`src/rtl/hci_ecc_stream_source.sv`:
```
// hci_ecc_stream_source
//   Strided TCDM read engine with SECDED (extended Hamming) decode feeding an
//   in-order valid/ready stream. Up to MAX_OUTSTANDING reads are in flight. Each
//   request reserves a response FIFO slot, so responses are never dropped for
//   lack of space.
//
//   Ports
//     clk_i, rst_i (async, active high), clear_i (sync abort/flush)
//     start_i, base_addr_i, stride_i, len_i : job setup, sampled in IDLE
//     busy_o, done_o                         : job status
//     tcdm_*                                 : flattened TCDM read initiator
//     stream_*                               : corrected data + {ue, ce} flags
//     sticky_ue_o, ce_count_o, ue_count_o    : error status, cleared on start
//
//   ECC layout: the code is a Hamming code over positions 1..DW+EW-1. Hamming
//   parity bit i sits at position 2^i and is carried in ecc[i]. Data bit j sits
//   at the j-th non-power-of-two position. ecc[EW-1] makes the XOR of all
//   data and ecc bits equal to zero.
//
//   Optional: define HCI_ECC_STREAM_SOURCE_ERR_CNT_EN to build the saturating
//   ce/ue word counters. Without it, both counter outputs are tied to zero.
module hci_ecc_stream_source #(
    parameter int unsigned DW              = 32,
    parameter int unsigned AW              = 32,
    parameter int unsigned LW              = 16,
    parameter int unsigned MAX_OUTSTANDING = 4,
    parameter int unsigned CNT_W           = 16,
    localparam int unsigned EW             = $clog2(DW) + 2
) (
    input  logic             clk_i,
    input  logic             rst_i,
    input  logic             clear_i,
    input  logic             start_i,
    input  logic [AW-1:0]    base_addr_i,
    input  logic [AW-1:0]    stride_i,
    input  logic [LW-1:0]    len_i,
    output logic             busy_o,
    output logic             done_o,
    output logic             tcdm_req_o,
    input  logic             tcdm_gnt_i,
    output logic [AW-1:0]    tcdm_add_o,
    output logic             tcdm_wen_o,
    output logic [DW/8-1:0]  tcdm_be_o,
    input  logic             tcdm_r_valid_i,
    input  logic [DW-1:0]    tcdm_r_data_i,
    input  logic [EW-1:0]    tcdm_r_ecc_i,
    output logic [DW-1:0]    stream_data_o,
    output logic [1:0]       stream_err_o,
    output logic             stream_valid_o,
    input  logic             stream_ready_i,
    output logic             sticky_ue_o,
    output logic [CNT_W-1:0] ce_count_o,
    output logic [CNT_W-1:0] ue_count_o
);
    localparam int unsigned R  = EW - 1;                       // Hamming parity bits
    localparam int unsigned OW = $clog2(MAX_OUTSTANDING + 1);  // holds 0..MAX
    localparam int unsigned PW = (MAX_OUTSTANDING > 1) ? $clog2(MAX_OUTSTANDING) : 1;

    localparam logic [1:0] S_IDLE  = 2'd0;
    localparam logic [1:0] S_ISSUE = 2'd1;
    localparam logic [1:0] S_DRAIN = 2'd2;

    // Codeword position of data bit j (j-th non-power-of-two position >= 3).
    function automatic logic [R-1:0] data_pos(input int unsigned j);
        int unsigned n;
        data_pos = '0;
        n        = 0;
        for (int unsigned p = 3; p <= DW + R; p++) begin
            if ((p & (p - 1)) != 0) begin
                if (n == j) data_pos = R'(p);
                n++;
            end
        end
    endfunction

    function automatic logic [PW-1:0] ptr_inc(input logic [PW-1:0] p);
        return (p == PW'(MAX_OUTSTANDING - 1)) ? '0 : p + PW'(1);
    endfunction

    logic [1:0]    state_q, state_d;
    logic [AW-1:0] addr_q, addr_d, stride_q, stride_d;
    logic [LW-1:0] rem_q, rem_d;
    logic [OW-1:0] outst_q, outst_d, drop_q, drop_d, occ_q, occ_d;
    logic [PW-1:0] rd_q, rd_d, wr_q, wr_d;
    logic          sticky_q, sticky_d, done0_q, done0_d;
    logic [DW+1:0] mem_q [MAX_OUTSTANDING];

    // SECDED decode, purely combinational on the response bus.
    logic [R-1:0]  syn;
    logic          par;
    logic [DW-1:0] dec_data;
    logic [1:0]    dec_err;

    always_comb begin
        syn = tcdm_r_ecc_i[R-1:0];
        for (int unsigned j = 0; j < DW; j++)
            if (tcdm_r_data_i[j]) syn = syn ^ data_pos(j);
        par      = ^{tcdm_r_data_i, tcdm_r_ecc_i};
        dec_data = tcdm_r_data_i;
        dec_err  = 2'b00;
        if (par) begin
            // Odd parity: single flip, unless the syndrome points outside the word.
            if (syn > R'(DW + R)) begin
                dec_err = 2'b10;
            end else begin
                dec_err = 2'b01;
                for (int unsigned j = 0; j < DW; j++)
                    if (syn == data_pos(j)) dec_data[j] = ~tcdm_r_data_i[j];
            end
        end else if (syn != '0) begin
            dec_err = 2'b10;
        end
    end

    logic start_ok, start_go, gnt_ok, rsp_ok, rsp_drop, push, pop, drain_done;

    // Slot reservation: in-flight + buffered words never exceed the FIFO depth.
    assign tcdm_req_o = (state_q == S_ISSUE) && !clear_i &&
                        (({1'b0, outst_q} + {1'b0, occ_q}) < (OW+1)'(MAX_OUTSTANDING));
    assign gnt_ok     = tcdm_req_o && tcdm_gnt_i;
    assign rsp_drop   = tcdm_r_valid_i && (drop_q != '0);
    // Responses with nothing outstanding are protocol violations and are ignored.
    assign rsp_ok     = tcdm_r_valid_i && (drop_q == '0) && (outst_q != '0);
    assign push       = rsp_ok && !clear_i;
    assign pop        = stream_valid_o && stream_ready_i && !clear_i;
    assign start_ok   = (state_q == S_IDLE) && (drop_q == '0) && start_i && !clear_i;
    assign start_go   = start_ok && (len_i != '0);
    assign drain_done = (state_q == S_DRAIN) && (outst_q == '0) && (occ_q == '0);

    always_comb begin
        state_d  = state_q;
        addr_d   = addr_q;
        stride_d = stride_q;
        rem_d    = rem_q;
        outst_d  = outst_q;
        drop_d   = drop_q;
        occ_d    = occ_q + OW'(push) - OW'(pop);
        rd_d     = pop  ? ptr_inc(rd_q) : rd_q;
        wr_d     = push ? ptr_inc(wr_q) : wr_q;
        sticky_d = sticky_q | (push & dec_err[1]);
        done0_d  = 1'b0;

        if (gnt_ok && !rsp_ok)      outst_d = outst_q + OW'(1);
        else if (!gnt_ok && rsp_ok) outst_d = outst_q - OW'(1);
        if (rsp_drop) drop_d = drop_q - OW'(1);

        case (state_q)
            S_IDLE: begin
                if (start_ok) begin
                    if (len_i == '0) begin
                        done0_d = 1'b1;
                    end else begin
                        addr_d   = base_addr_i;
                        stride_d = stride_i;
                        rem_d    = len_i;
                        sticky_d = 1'b0;
                        state_d  = S_ISSUE;
                    end
                end
            end
            S_ISSUE: begin
                if (gnt_ok) begin
                    addr_d = addr_q + stride_q;
                    rem_d  = rem_q - LW'(1);
                    if (rem_q == LW'(1)) state_d = S_DRAIN;
                end
            end
            S_DRAIN: if (drain_done) state_d = S_IDLE;
            default: state_d = S_IDLE;
        endcase

        // Abort: whatever is still in flight gets counted off as it returns.
        if (clear_i) begin
            state_d = S_IDLE;
            outst_d = '0;
            occ_d   = '0;
            rd_d    = '0;
            wr_d    = '0;
            drop_d  = drop_q + outst_q -
                      OW'(tcdm_r_valid_i && ((drop_q != '0) || (outst_q != '0)));
        end
    end

    always_ff @(posedge clk_i or posedge rst_i) begin
        if (rst_i) begin
            state_q  <= S_IDLE;
            addr_q   <= '0;
            stride_q <= '0;
            rem_q    <= '0;
            outst_q  <= '0;
            drop_q   <= '0;
            occ_q    <= '0;
            rd_q     <= '0;
            wr_q     <= '0;
            sticky_q <= 1'b0;
            done0_q  <= 1'b0;
        end else begin
            state_q  <= state_d;
            addr_q   <= addr_d;
            stride_q <= stride_d;
            rem_q    <= rem_d;
            outst_q  <= outst_d;
            drop_q   <= drop_d;
            occ_q    <= occ_d;
            rd_q     <= rd_d;
            wr_q     <= wr_d;
            sticky_q <= sticky_d;
            done0_q  <= done0_d;
        end
    end

    // Storage needs no reset; the outputs are masked while the FIFO is empty.
    always_ff @(posedge clk_i) begin
        if (push) mem_q[wr_q] <= {dec_err, dec_data};
    end

    assign stream_valid_o = (occ_q != '0);
    assign {stream_err_o, stream_data_o} = stream_valid_o ? mem_q[rd_q] : '0;

    assign busy_o      = (state_q != S_IDLE) || (drop_q != '0);
    assign done_o      = done0_q || (drain_done && !clear_i);
    assign tcdm_add_o  = addr_q;
    assign tcdm_wen_o  = 1'b1;
    assign tcdm_be_o   = '1;
    assign sticky_ue_o = sticky_q;

`ifdef HCI_ECC_STREAM_SOURCE_ERR_CNT_EN
    logic [CNT_W-1:0] ce_q, ue_q;

    always_ff @(posedge clk_i or posedge rst_i) begin
        if (rst_i) begin
            ce_q <= '0;
            ue_q <= '0;
        end else if (start_go) begin
            ce_q <= '0;
            ue_q <= '0;
        end else if (pop) begin
            if (stream_err_o[0] && (ce_q != '1)) ce_q <= ce_q + CNT_W'(1);
            if (stream_err_o[1] && (ue_q != '1)) ue_q <= ue_q + CNT_W'(1);
        end
    end

    assign ce_count_o = ce_q;
    assign ue_count_o = ue_q;
`else
    assign ce_count_o = '0;
    assign ue_count_o = '0;
`endif

endmodule
```
`config.mk`:
```
export PLATFORM = sky130hd
export DESIGN_NAME = hci_ecc_stream_source
export DESIGN_NICKNAME = d
export VERILOG_FILES = /design/src/rtl/hci_ecc_stream_source.sv
export SDC_FILE = /design/constraint.sdc
export NUM_CORES = 1
export LEC_CHECK = 0
export ABC_AREA = 1
export CORE_MARGIN = 10
export CORE_UTILIZATION = 35
export CTS_CLUSTER_SIZE = 40
export DETAILED_ROUTE_END_ITERATION = 10
export MAX_ROUTING_LAYER = met4
export SKIP_CTS_REPAIR_TIMING = 1
export SYNTH_ARGS = -nofsm -noshare
export SYNTH_HDL_FRONTEND = slang
export SYNTH_SLANG_ARGS = --single-unit
```
`constraint.sdc`:
```
create_clock -name clk_i -period 5.4 [get_ports clk_i]
set_input_delay 1.35 -clock clk_i [delete_from_list [all_inputs] [get_ports clk_i]]
set_output_delay 1.35 -clock clk_i [all_outputs]
set_load 0.01 [all_outputs]
```
Word-level counts from Yosys, hierarchy flattened
Memories as Yosys holds them, arrays and structs flattened. Cells that the tools add are included. Widths: inputs -> output; s select.

Register bits: 97. Memory bits (writable): 136. Bits of input ports: 126. Output and inout bits: 108. Word-level logic and storage cells: 6394. Memories kept: 1.

Memories: mem_q (depth 4, width 34, read ports 1, clocked after Yosys merged registers in 0, write ports 1, RTL line 86) `logic [DW+1:0] mem_q [MAX_OUTSTANDING];`.

$add $sub $neg: 1002. $lt $le $gt $ge: 2. Equal/unequal tests: 1967. Multiplexer cells: 3239. Bitwise logic cells: 67. Reductions and logical operators: 105.

Operator list (count): $mux 32 (1059); $eq 32x5->1 const B (992); $add 32x1->32 const B (990); $eq 32x4->1 const B (496); $mux 6 (2048); $eq 32x3->1 const B (248); $eq 32x2->1 const B (124); $eq 32x1->1 const B (62); $logic_not 32->1 (62); $mux 3 (70); $eq 6x6->1 (32); $xor 6x6->6 (32); $pmux 32 s2 (1); $mux 16 (3); $mux 1 (40); $reduce_xor 39->1 (1); $mux 34 (1); $not 1->1 (33); $add 32x32->32 (1); $pmux 16 s2 (1); $mux 2 (15); $logic_and 1x1->1 (18); $eq 16x1->1 const B (1); $logic_not 16->1 (1); other kinds (28) (51).

Depth between registers and ports, before layout
Depth after elaboration: 229. Gate-level depth with buffers: 22. Depth with buffers taken out: 21.

Least setup slack after synthesis
No wires, ideal clock.

Path kind: input to register. From: in tcdm_r_valid_i. To: mem mem_q[0][0] in the netlist's numbering (enable). Setup time: 0.425 ns. Arrival time: 3.389 ns. Data required time: 4.975 ns. Slack: 1.586 ns. Cell stages on the path: 6. Path through: inv_1 > nor3_1 > inv_1 > nor2_1 > inv_1 > nor2_1.

Longest elaborated chain between the ends: 5.

RTL lines: start: declaration (RTL line 44) `input logic tcdm_r_valid_i,`; $logic_and 1x1->1 (2 in a row) (RTL line 123) `assign rsp_ok = tcdm_r_valid_i && (drop_q == '0) && (outst_q != '0);`; $logic_and 1x1->1 (RTL line 124) `assign push = rsp_ok && !clear_i;`; $mux 1 (RTL line 214) `if (push) mem_q[wr_q] <= {dec_err, dec_data};`; $mux 1 (implied by the code) (RTL line 214); end: declaration (RTL line 86).

No other way between the ends.

Final worst setup path
From: reg rd_q[1]. To: out stream_data_o[15].

Longest elaborated chain between the ends: 2.

RTL lines: start: declaration (RTL line 84) `logic [PW-1:0] rd_q, rd_d, wr_q, wr_d;`; start signal: assignment (RTL line 205) `rd_q <= rd_d;`; $mem_v2 4x34; $mux 34 (RTL line 218) `assign {stream_err_o, stream_data_o} = stream_valid_o ? mem_q[rd_q] : '0;`; end: declaration (RTL line 47) `output logic [DW-1:0] stream_data_o,`.

No other way between the ends.

==> results.json <==
{
  "outcome": "finished clean",
  "rsz0062_at_grt": "false",
  "worstPathMaxFanout": 21,
  "clkTransAtPathRegs_ns": 0.06,
  "ant_nets": 0,
  "maxCapViolCount": 0,
  "synth_top_area_cell": "edfxtp_1",
  "route.met3.wl_um": 2440,
  "fin_nets": 2233,
  "grt_overflow": 0,
  "cts_tree": "built",
  "cts.htree.levels": 1,
  "power_density_mw_per_mm2": 489,
  "drive_gt1_frac": 0.0452,
  "num_rows": 74,
  "critPathMaxStageDelay_ns": 0.63,
  "root_buffer": "clkbuf_16",
  "vias": 12804,
  "slew_viol_final": 0,
  "die_w_um": 223,
  "finalWeightedCongestion": 0.938,
  "drtIter0Drc": 1009,
  "maxUsedRoutingLayer": "met4",
  "clk_latency_ns": 0.55,
  "worst_pin_slew_ns": 0.769,
  "nFillCells": 4051,
  "grt_pass1_wl_um": 70600,
  "yosysTopAreaCellShare": 0.282,
  "cp_data_required_time_ns": 4.05,
  "crit_path_end_kind": "primary output",
  "ys_seq_elements": 233,
  "relSlewSlack": 0.484,
  "fin_crit_sh": 0.826,
  "drt_pre_antenna_iters": 6,
  "final_util": 0.435,
  "grt_start_max_net_pins": 69,
  "register_area_mm2": 0.00651,
  "synth_cells": 1874,
  "synth_warnings": 0,
  "worst-path-buf-inv": 3,
  "diodes": 0,
  "hpwl_um": 33900,
  "synth_cell_types": 46,
  "drc": 0,
  "max_clock_freq_mhz": 224,
  "synth_edf_count": 136,
  "clock_path_buffers": 3,
  "syn_area_per_cell_um2": 7.72,
  "min_period_ns": 4.46,
  "synth_ff_type": "edfxtp_1",
  "worstPathCellList": "clkinv_1 -> buf_4 -> nor2_1 -> o21ai_0 -> a21oi_1 -> clkdlybuf4s50_1",
  "slowest_stage": "clkdlybuf4s50_1",
  "multi_input_area_mm2": 0.00696,
  "hold_viol": 0,
  "cts_buffers": 27,
  "max-vdd-ir-drop_mv": 0.232,
  "power.leakage_nw": 7.91,
  "setup_tns_ns": 0,
  "start_util": 0.354,
  "wl_met1_um": 21300,
  "clkPwrFrac": 0.212,
  "switching_share": 0.420,
  "internal-power_mw": 5.04,
  "critPathArrivalTime_ns": 3.11,
  "netlist_area_mm2": 0.0145,
  "min-delay-path-class": "reg -> reg",
  "antenna_found_initial": 0,
  "dieHeight_um": 223,
  "grt_usage": 0.181,
  "io_pins": 234,
  "area_growth_pct": 22.9,
  "async_flop_share": 0.416,
  "routed_wl_um": 45400,
  "dr_wl_met2_um": 21000,
  "wl_per_cell_um": 17.4,
  "seq_area_frac_synth": 0.450,
  "coreArea_mm2": 0.0408,
  "port_buffers": 196,
  "p_switching_mw": 3.65,
  "grt_pass1_vias": 12511,
  "crit_family": "buffers and inverters",
  "cp-start-kind": "register",
  "synth_area_leaders": "edfxtp_1 28%, dfrtp_1 17%, nand2_1 14%",
  "synthTopCellsByCount": "551 x nand2_1, 262 x nor2_1, 166 x o21ai_0, 153 x inv_1, 136 x edfxtp_1",
  "dieArea_mm2": 0.0498,
  "yosysMostFrequentCell": "nand2_1",
  "power_frac_seq": 0.296,
  "finClkSkew_ns": 0.0103,
  "combPwrFrac": 0.492,
  "path_class": "reg -> out",
  "setup_viol_count_final": 0,
  "clock_sinks": 233,
  "avgViaCountPerCell": 4.91
}
## worst register-to-register path, stage by stage (launching register included)
cell and delay (ns):
dfrtp_1 0.38, ha_1 0.19, inv_1 0.06, fa_1 0.40, inv_1 0.08, nand3_1 0.06
nand2_1 0.13, a21oi_1 0.18, o21bai_1 0.34, a21boi_0 0.27, o21ai_0 0.57, nand2_1 0.10
nand2_1 0.15, nor2_1 0.06, o21ai_0 0.15, nand2_1 0.06
## power by group through the flow
stage | sequential (mW) | clock (mW) | combinational, mW
floorplan | 2.56 | 0 | 2.67
global placement | 2.59 | 0 | 4.22
detailed placement | 2.59 | 0 | 4.28
CTS | 2.56 | 1.88 | 4.30
global route | 2.61 | 1.95 | 4.80
finish | 2.57 | 1.85 | 4.27
## flip-flops by register name, indices dropped and copies added (netlist names)
| name | cells |
|---|---|
| drop_q | 3 |
| rd_q | 2 |
| wr_q | 2 |
| state_q | 2 |
| rem_q | 16 |
| outst_q | 3 |
| stride_q | 32 |
| sticky_ue_o | 1 |
| mem_q | 136 |
| done0_q | 1 |
| tcdm_add_o | 32 |
| occ_q | 3 |
## final cells by class
| type | count | area share |
|---|---|---|
| sequential | 233 | 0.366 |
| timing repair buffer | 216 | 0.119 |
| clock inverter | 7 | 0.00521 |
| inverter | 167 | 0.0354 |
| clock buffer | 43 | 0.0453 |
| multi-input combinational | 1412 | 0.391 |
| tap | 532 | 0.0374 |
## routing by layer
metal  vias up  track usage
met5         -            -
met4         0       0.0364
met3        46       0.0255
met2       290        0.290
met1      6067        0.240
li1       6401            -
## path summary, 6_finish.rpt
kind                       slack (ns)     startpoint                end  cells after the start
max                              0.94        rd_q[1]  stream_data_o[15]                      6
min                              0.48   stride_q[22]       stride_q[22]                      2
max reg2reg                      2.10  tcdm_add_o[0]     tcdm_add_o[18]                     15
min reg2reg                      0.48   stride_q[22]       stride_q[22]                      2
max in group asynchronous        3.27          rst_i       stride_q[19]                      3
min in group asynchronous        1.11          rst_i          drop_q[2]                      2
## kinds of logic (layout without fill, tap and decap cells)
kind of cell             Yosys count  in the layout  synth area share
AO/OA/AOI/OAI                    297            297             0.111
XOR/XNOR                          87             87            0.0527
adder cells (fa/ha/maj)           50             50            0.0453
buffers and inverters            264            433            0.0795
flip-flops                       233            233             0.450
other                              2             37          0.000519
AND/OR/NAND/NOR                  941            941             0.261
## stage by stage
step	cell area (um^2)	hold WS (ns)	total power, mW	worst slack (ns)	std cells
finish	17800	0.484	8.69	0.942	2610
global route	17800	0.509	9.36	0.751	2610
CTS	17800	0.487	8.74	0.872	2610
detailed placement	16900	0.473	6.87	0.906	2560
global placement	16900	0.472	6.82	0.834	2560
floorplan	14600	0.453	5.23	1.52	1909
## layout by cell type, fill, tap and decap left out, types with 8 or more instances in the layout
cell type / n
a21o_1: 10
a21oi_1: 79
a31oi_1: 8
buf_4: 20
clkbuf_1: 9
clkbuf_16: 27
clkdlybuf4s50_1: 196
conb_1: 37
dfrtp_1: 96
edfxtp_1: 136
ha_1: 46
inv_1: 152
inv_2: 12
nand2_1: 551
nand3_1: 78
nand4_1: 9
nor2_1: 256
nor3_1: 15
o21ai_0: 166
o22ai_1: 8
xnor2_1: 25
xor2_1: 62
Power figures use the tool's default switching activity.
